File: config.mk
export PLATFORM = sky130hd
export DESIGN_NAME = load_store_unit
export DESIGN_NICKNAME = d
export VERILOG_FILES = /design/src/rtl/load_store_unit.sv
export SDC_FILE = /design/constraint.sdc
export NUM_CORES = 1
export LEC_CHECK = 0
export ABC_AREA = 1
export CORE_ASPECT_RATIO = 1.2
export CORE_UTILIZATION = 45
export CTS_CLUSTER_SIZE = 16
export DETAILED_ROUTE_END_ITERATION = 6
export PLACE_DENSITY_LB_ADDON = 0.05
export SLEW_MARGIN = 20
export SYNTH_ARGS = -nofsm -noshare
export SYNTH_HDL_FRONTEND = slang
export SYNTH_SLANG_ARGS = --single-unit
File: constraint.sdc
create_clock -name clk -period 3.2 [get_ports clk]
set_input_delay 0.64 -clock clk [delete_from_list [all_inputs] [get_ports clk]]
set_output_delay 0.64 -clock clk [all_outputs]
set_load 0.01 [all_outputs]
File: src/rtl/load_store_unit.sv
// Load/store unit: turns M-stage loads/stores into single-beat data-bus accesses with a timeout.
// Optional: define LSU_MISALIGN_TRAP_EN to fault misaligned half/word accesses without touching the bus.
module load_store_unit #(
  parameter int unsigned TIMEOUT = 255
) (
  input  logic        clk,
  input  logic        rst,
  input  logic        MemReadM,
  input  logic        MemWriteM,
  input  logic [2:0]  Funct3M,
  input  logic [31:0] ALUResultM,
  input  logic [31:0] WriteDataM,
  output logic [31:0] ReadDataM,
  output logic        StallM,
  output logic        FaultM,
  output logic        bus_req,
  output logic        bus_we,
  output logic [31:0] bus_addr,
  output logic [31:0] bus_wdata,
  output logic [3:0]  bus_be,
  input  logic [31:0] bus_rdata,
  input  logic        bus_ack
);

  // state  | meaning
  // IDLE   | waiting for an M-stage load/store
  // ACCESS | bus_req held until bus_ack or timeout
  // DONE   | result/fault presented, pipeline released for one cycle
  typedef enum logic [1:0] {IDLE, ACCESS, DONE} state_t;
  typedef enum logic [1:0] {SZ_B, SZ_H, SZ_W} size_t;

  localparam int unsigned CW = (TIMEOUT > 1) ? $clog2(TIMEOUT) : 1;

  state_t         state;
  size_t          size_c, size_q;
  logic           sgn_c, sgn_q;
  logic [1:0]     lane_q;
  logic           store_q;
  logic [CW-1:0]  cnt;
  logic [3:0]     be_c;
  logic [31:0]    wdata_c;
  logic           misalign_c;
  logic [7:0]     lane_b;
  logic [15:0]    lane_h;
  logic [31:0]    ld_fmt;
  logic           req;

  assign req = MemReadM | MemWriteM;

  always_comb begin
    size_c = SZ_W;
    sgn_c  = 1'b0;
    case (Funct3M)
      3'b000: begin size_c = SZ_B; sgn_c = 1'b1; end
      3'b001: begin size_c = SZ_H; sgn_c = 1'b1; end
      3'b100: size_c = SZ_B;
      3'b101: size_c = SZ_H;
      default: size_c = SZ_W;
    endcase
  end

  // Half accesses only use addr[1]; word accesses ignore both low bits.
  always_comb begin
    be_c    = 4'b1111;
    wdata_c = WriteDataM;
    case (size_c)
      SZ_B: begin
        be_c    = 4'b0001 << ALUResultM[1:0];
        wdata_c = {4{WriteDataM[7:0]}};
      end
      SZ_H: begin
        be_c    = 4'b0011 << {ALUResultM[1], 1'b0};
        wdata_c = {2{WriteDataM[15:0]}};
      end
      default: begin
        be_c    = 4'b1111;
        wdata_c = WriteDataM;
      end
    endcase
  end

`ifdef LSU_MISALIGN_TRAP_EN
  assign misalign_c = ((size_c == SZ_H) && ALUResultM[0]) ||
                      ((size_c == SZ_W) && (ALUResultM[1:0] != 2'b00));
`else
  assign misalign_c = 1'b0;
`endif

  always_comb begin
    lane_b = bus_rdata[{lane_q, 3'b000} +: 8];
    lane_h = lane_q[1] ? bus_rdata[31:16] : bus_rdata[15:0];
    case (size_q)
      SZ_B:    ld_fmt = {{24{sgn_q & lane_b[7]}}, lane_b};
      SZ_H:    ld_fmt = {{16{sgn_q & lane_h[15]}}, lane_h};
      default: ld_fmt = bus_rdata;
    endcase
  end

  // Stall is combinational so the request cycle itself already freezes the pipe.
  assign StallM = ~rst & (((state == IDLE) & req) | (state == ACCESS));

  always_ff @(posedge clk) begin
    if (rst) begin
      state     <= IDLE;
      cnt       <= '0;
      size_q    <= SZ_W;
      sgn_q     <= 1'b0;
      lane_q    <= 2'b00;
      store_q   <= 1'b0;
      ReadDataM <= '0;
      FaultM    <= 1'b0;
      bus_req   <= 1'b0;
      bus_we    <= 1'b0;
      bus_addr  <= '0;
      bus_wdata <= '0;
      bus_be    <= '0;
    end else begin
      case (state)
        IDLE: begin
          if (req) begin
            size_q  <= size_c;
            sgn_q   <= sgn_c;
            lane_q  <= ALUResultM[1:0];
            store_q <= MemWriteM;
            if (misalign_c) begin
              state     <= DONE;
              FaultM    <= 1'b1;
              ReadDataM <= '0;
            end else begin
              state     <= ACCESS;
              cnt       <= '0;
              bus_req   <= 1'b1;
              bus_we    <= MemWriteM;
              bus_addr  <= {ALUResultM[31:2], 2'b00};
              bus_be    <= be_c;
              bus_wdata <= wdata_c;
            end
          end
        end
        ACCESS: begin
          if (bus_ack || (cnt == CW'(TIMEOUT - 1))) begin
            state     <= DONE;
            bus_req   <= 1'b0;
            bus_we    <= 1'b0;
            bus_addr  <= '0;
            bus_be    <= '0;
            bus_wdata <= '0;
            if (!bus_ack) begin
              FaultM    <= 1'b1;
              ReadDataM <= '0;
            end else if (!store_q) begin
              ReadDataM <= ld_fmt;
            end
          end else begin
            cnt <= cnt + 1'b1;
          end
        end
        DONE: begin
          state  <= IDLE;
          FaultM <= 1'b0;
        end
        default: state <= IDLE;
      endcase
    end
  end

endmodule

==> metrics.csv <==
metric,value,unit
grt_start_max_net_pins,67,
wl_per_cell,14.5,um
criticalPathCategory,in -> out,
critPathMaxFanout,2,
io_buffers,205,
ratio_of_routed_vias_to_standard_cells,5.08,
clk_latency,0.41,ns
floorplan.core_area,11700,um^2
num_vias,5783,
drt_wl_total,16500,um
worstSetupEndpointType,output port,
die-width,102,um
grt_first_pass_wirelength,26200,um
critical_path_at,2.09,ns
multi_input_comb_area,2620,um^2
place.gp.congestion,0.922,
post_synth.cell_area_avg,7.01,um^2
post_cts_setup_bufs,0,
cp_cell_sequence,clkdlybuf4s50_1 > nor2_1 > nor2_1 > nand2_2 > a21oi_1 > clkdlybuf4s50_1,
antenna_cells,0,
synth-edff-count,0,
setup_repair_after_global_routing_missed_its_margin,no,
power.ir.vdd_worst,0.452,mV
ys_types,33,
timing.final.hold_violations,0,
drc,0,
firstDrtPassIters,7,
grt_overflow,0,
power.leakage,0.00326,uW
hold_slack,0.460,ns
maxSlewHeadroom,41.1,%
syn-cell-area,5430,um^2
use_met3,9.05,%
grt_pass1_vias,5535,
cts-resized-gates,0,
grt_busiest_layer,met2,
final-setup-viol-count,0,
worst-slew-pin-transition,0.880,ns
htree_levels,4,
grt_antenna_before_repair,0,
tritoncts.num_buffers,17,
cts-root-to-sink-buffers,2,
worst_hold_path.num_cells,2,
final.setup.tns,0,ns
row_count,43,
holdCritPathClass,reg -> reg,
die_area,12500,um^2
timing.critical_path.required,2.56,ns
detail_route.iter0.violations,249,
maxCapViolCount,0,
max_clock_freq,366,MHz
reg2regPathDepth,6,
synth_cells,774,
power_per_cell_area,538,nW/um^2
final_layout_size_suffix_gt1_share,9.89,%
clkSlewWorstSetupHoldPaths,0.05,ns
synth-seq-cells,117,
drt_antenna_net_count,0,
finClkSkew,0.0123,ns
gr-usage-met2,45.3,%
clockRootBuffer,sky130_fd_sc_hd__clkbuf_16,
io-pin-count,208,
outcome,finished clean,
layout.filler_cells,1014,
ys.flop_type,sky130_fd_sc_hd__dfxtp_1,
ffs_w_async_s_r_synth,0,%
ys_seq_area_share,43.2,%
place_hpwl,12000,um
cp_slowest_cell,sky130_fd_sc_hd__clkdlybuf4s50_1,
report.final.slew_viol_count,0,
global_route.usage.met1,31.1,%
cp-start-kind,input pin,
holdBufCountCts,0,
layout.area.seq,2340,um^2
die_h,122,um
finalCriticalPeriod,2.73,ns
cp_slowest_stage_delay,0.57,ns
groute.usage.overall,27.2,%
yosysWarnings,0,
final.period_utilization,85.4,%
nets,1074,
initial_core_util,46.5,%
cts.sinks,117,
cts_tree,yes,
synthToLayoutAreaGrowth,49.6,%
==> layout make-up <==
cell class | instances | area share (%)
Multi-Input combinational cell | 553 | 32.3
Inverter | 62 | 2.87
Sequential cell | 117 | 28.9
Clock inverter | 13 | 1.54
Clock buffer | 19 | 5.46
Tap cell | 157 | 2.42
Timing Repair Buffer | 217 | 26.5
==> layout by cell type (no fill, tap or decap), types with 3 or more instances in the layout <==
| cell type | Yosys | routed |
|---|---|---|
| sky130_fd_sc_hd__inv_1 | 54 | 54 |
| sky130_fd_sc_hd__nand2_2 | 15 | 15 |
| sky130_fd_sc_hd__nand2_1 | 252 | 252 |
| sky130_fd_sc_hd__clkbuf_16 | 0 | 17 |
| sky130_fd_sc_hd__dfxtp_1 | 117 | 117 |
| sky130_fd_sc_hd__clkdlybuf4s50_1 | 0 | 204 |
| sky130_fd_sc_hd__o21ai_0 | 24 | 24 |
| sky130_fd_sc_hd__buf_4 | 3 | 12 |
| sky130_fd_sc_hd__a21oi_1 | 105 | 105 |
| sky130_fd_sc_hd__inv_2 | 5 | 5 |
| sky130_fd_sc_hd__o221ai_1 | 8 | 8 |
| sky130_fd_sc_hd__xor2_1 | 3 | 3 |
| sky130_fd_sc_hd__nor2_1 | 68 | 68 |
| sky130_fd_sc_hd__nand3_1 | 28 | 28 |
| sky130_fd_sc_hd__clkinv_4 | 0 | 4 |
| sky130_fd_sc_hd__clkinv_1 | 3 | 3 |
| sky130_fd_sc_hd__o22ai_1 | 8 | 8 |
| sky130_fd_sc_hd__a21oi_2 | 20 | 20 |
| sky130_fd_sc_hd__inv_6 | 0 | 4 |
==> Yosys cell counts, types with 3 or more instances <==
| cell | instances | area [um^2] |
|---|---|---|
| sky130_fd_sc_hd__buf_6 | 7 | 78.8 |
| sky130_fd_sc_hd__inv_2 | 5 | 18.8 |
| sky130_fd_sc_hd__clkbuf_1 | 19 | 71.3 |
| sky130_fd_sc_hd__nand2_2 | 15 | 93.8 |
| sky130_fd_sc_hd__a21oi_2 | 20 | 175 |
| sky130_fd_sc_hd__o221ai_1 | 8 | 70.1 |
| sky130_fd_sc_hd__inv_1 | 54 | 203 |
| sky130_fd_sc_hd__nand3_1 | 28 | 140 |
| sky130_fd_sc_hd__o21ai_0 | 24 | 120 |
| sky130_fd_sc_hd__buf_1 | 3 | 11.3 |
| sky130_fd_sc_hd__buf_4 | 3 | 22.5 |
| sky130_fd_sc_hd__a21oi_1 | 105 | 526 |
| sky130_fd_sc_hd__xor2_1 | 3 | 26.3 |
| sky130_fd_sc_hd__dfxtp_1 | 117 | 2340 |
| sky130_fd_sc_hd__clkinv_1 | 3 | 11.3 |
| sky130_fd_sc_hd__nand2_1 | 252 | 946 |
| sky130_fd_sc_hd__nor2_1 | 68 | 255 |
| sky130_fd_sc_hd__o22ai_1 | 8 | 50.1 |
| sky130_fd_sc_hd__buf_2 | 11 | 55.1 |
==> path summary, 6_finish.rpt <==
path                            slack, ns                       start                         end
worst min-delay path                 0.46  bus_wdata[26]$_SDFFE_PP0P_  bus_wdata[26]$_SDFFE_PP0P_
worst min register to register       0.46  bus_wdata[26]$_SDFFE_PP0P_  bus_wdata[26]$_SDFFE_PP0P_
worst max-delay path                 0.47                   MemWriteM                      StallM
worst max register to register       1.36       state[1]$_SDFFE_PP0P_  bus_wdata[19]$_SDFFE_PP0P_
==> registers in the layout (all words and copies together) (netlist names) <==
register and flops:
ReadDataM 32, bus_req 1, store_q 1, bus_wdata 32, size_q 2, sgn_q 1, state 2, bus_be 4
lane_q 2, cnt 8, bus_addr 30, bus_we 1, FaultM 1
==> kinds of logic after synthesis <==
family | count (synthesis) | synth area share, %
flops | 117 | 43.2
other cells | 1 | 0.0691
buf+inv | 105 | 8.69
simple gates | 375 | 28.9
fa+ha+maj | 2 | 0.461
compound gates | 171 | 18.2
xor+xnor | 3 | 0.484
==> through the flow <==
stage	cell area [um^2]	std cells	setup slack (ns)	util [%]	power (uW)
2_1_floorplan	5430	775	1.24	-	2140
3_3_place_gp	7550	1106	0.452	64.6	2560
3_5_place_dp	7550	1106	0.459	64.6	2580
4_1_cts	8120	1138	0.457	69.5	4390
5_1_grt	8120	1138	0.367	69.5	4560
6_report	8120	1138	0.467	69.5	4360
==> per-layer routing <==
| layer | part of all wire [%] | vias to the layer above |
|---|---|---|
| met5 | 0 | - |
| met4 | 3.4 | 0 |
| met3 | 8.7 | 36 |
| met2 | 48 | 247 |
| met1 | 40 | 2643 |
| li1 | - | 2857 |
==> power by group <==
group	internal, uW	switching [uW]	leakage (uW)
sequential	1570	61.7	0.000961
combinational	440	486	0.00203
clock	1100	708	0.000275
total	3110	1260	0.00326
==> critical path, delay by kind of cell <==
kind | cells | cell delay (ns)
AOI/OAI and AO/OA | 1 | 0.17
buffers and inverters | 2 | 1.05
and+or+nand+nor | 3 | 0.24
Note: power is estimated with default switching activity, not from simulation.
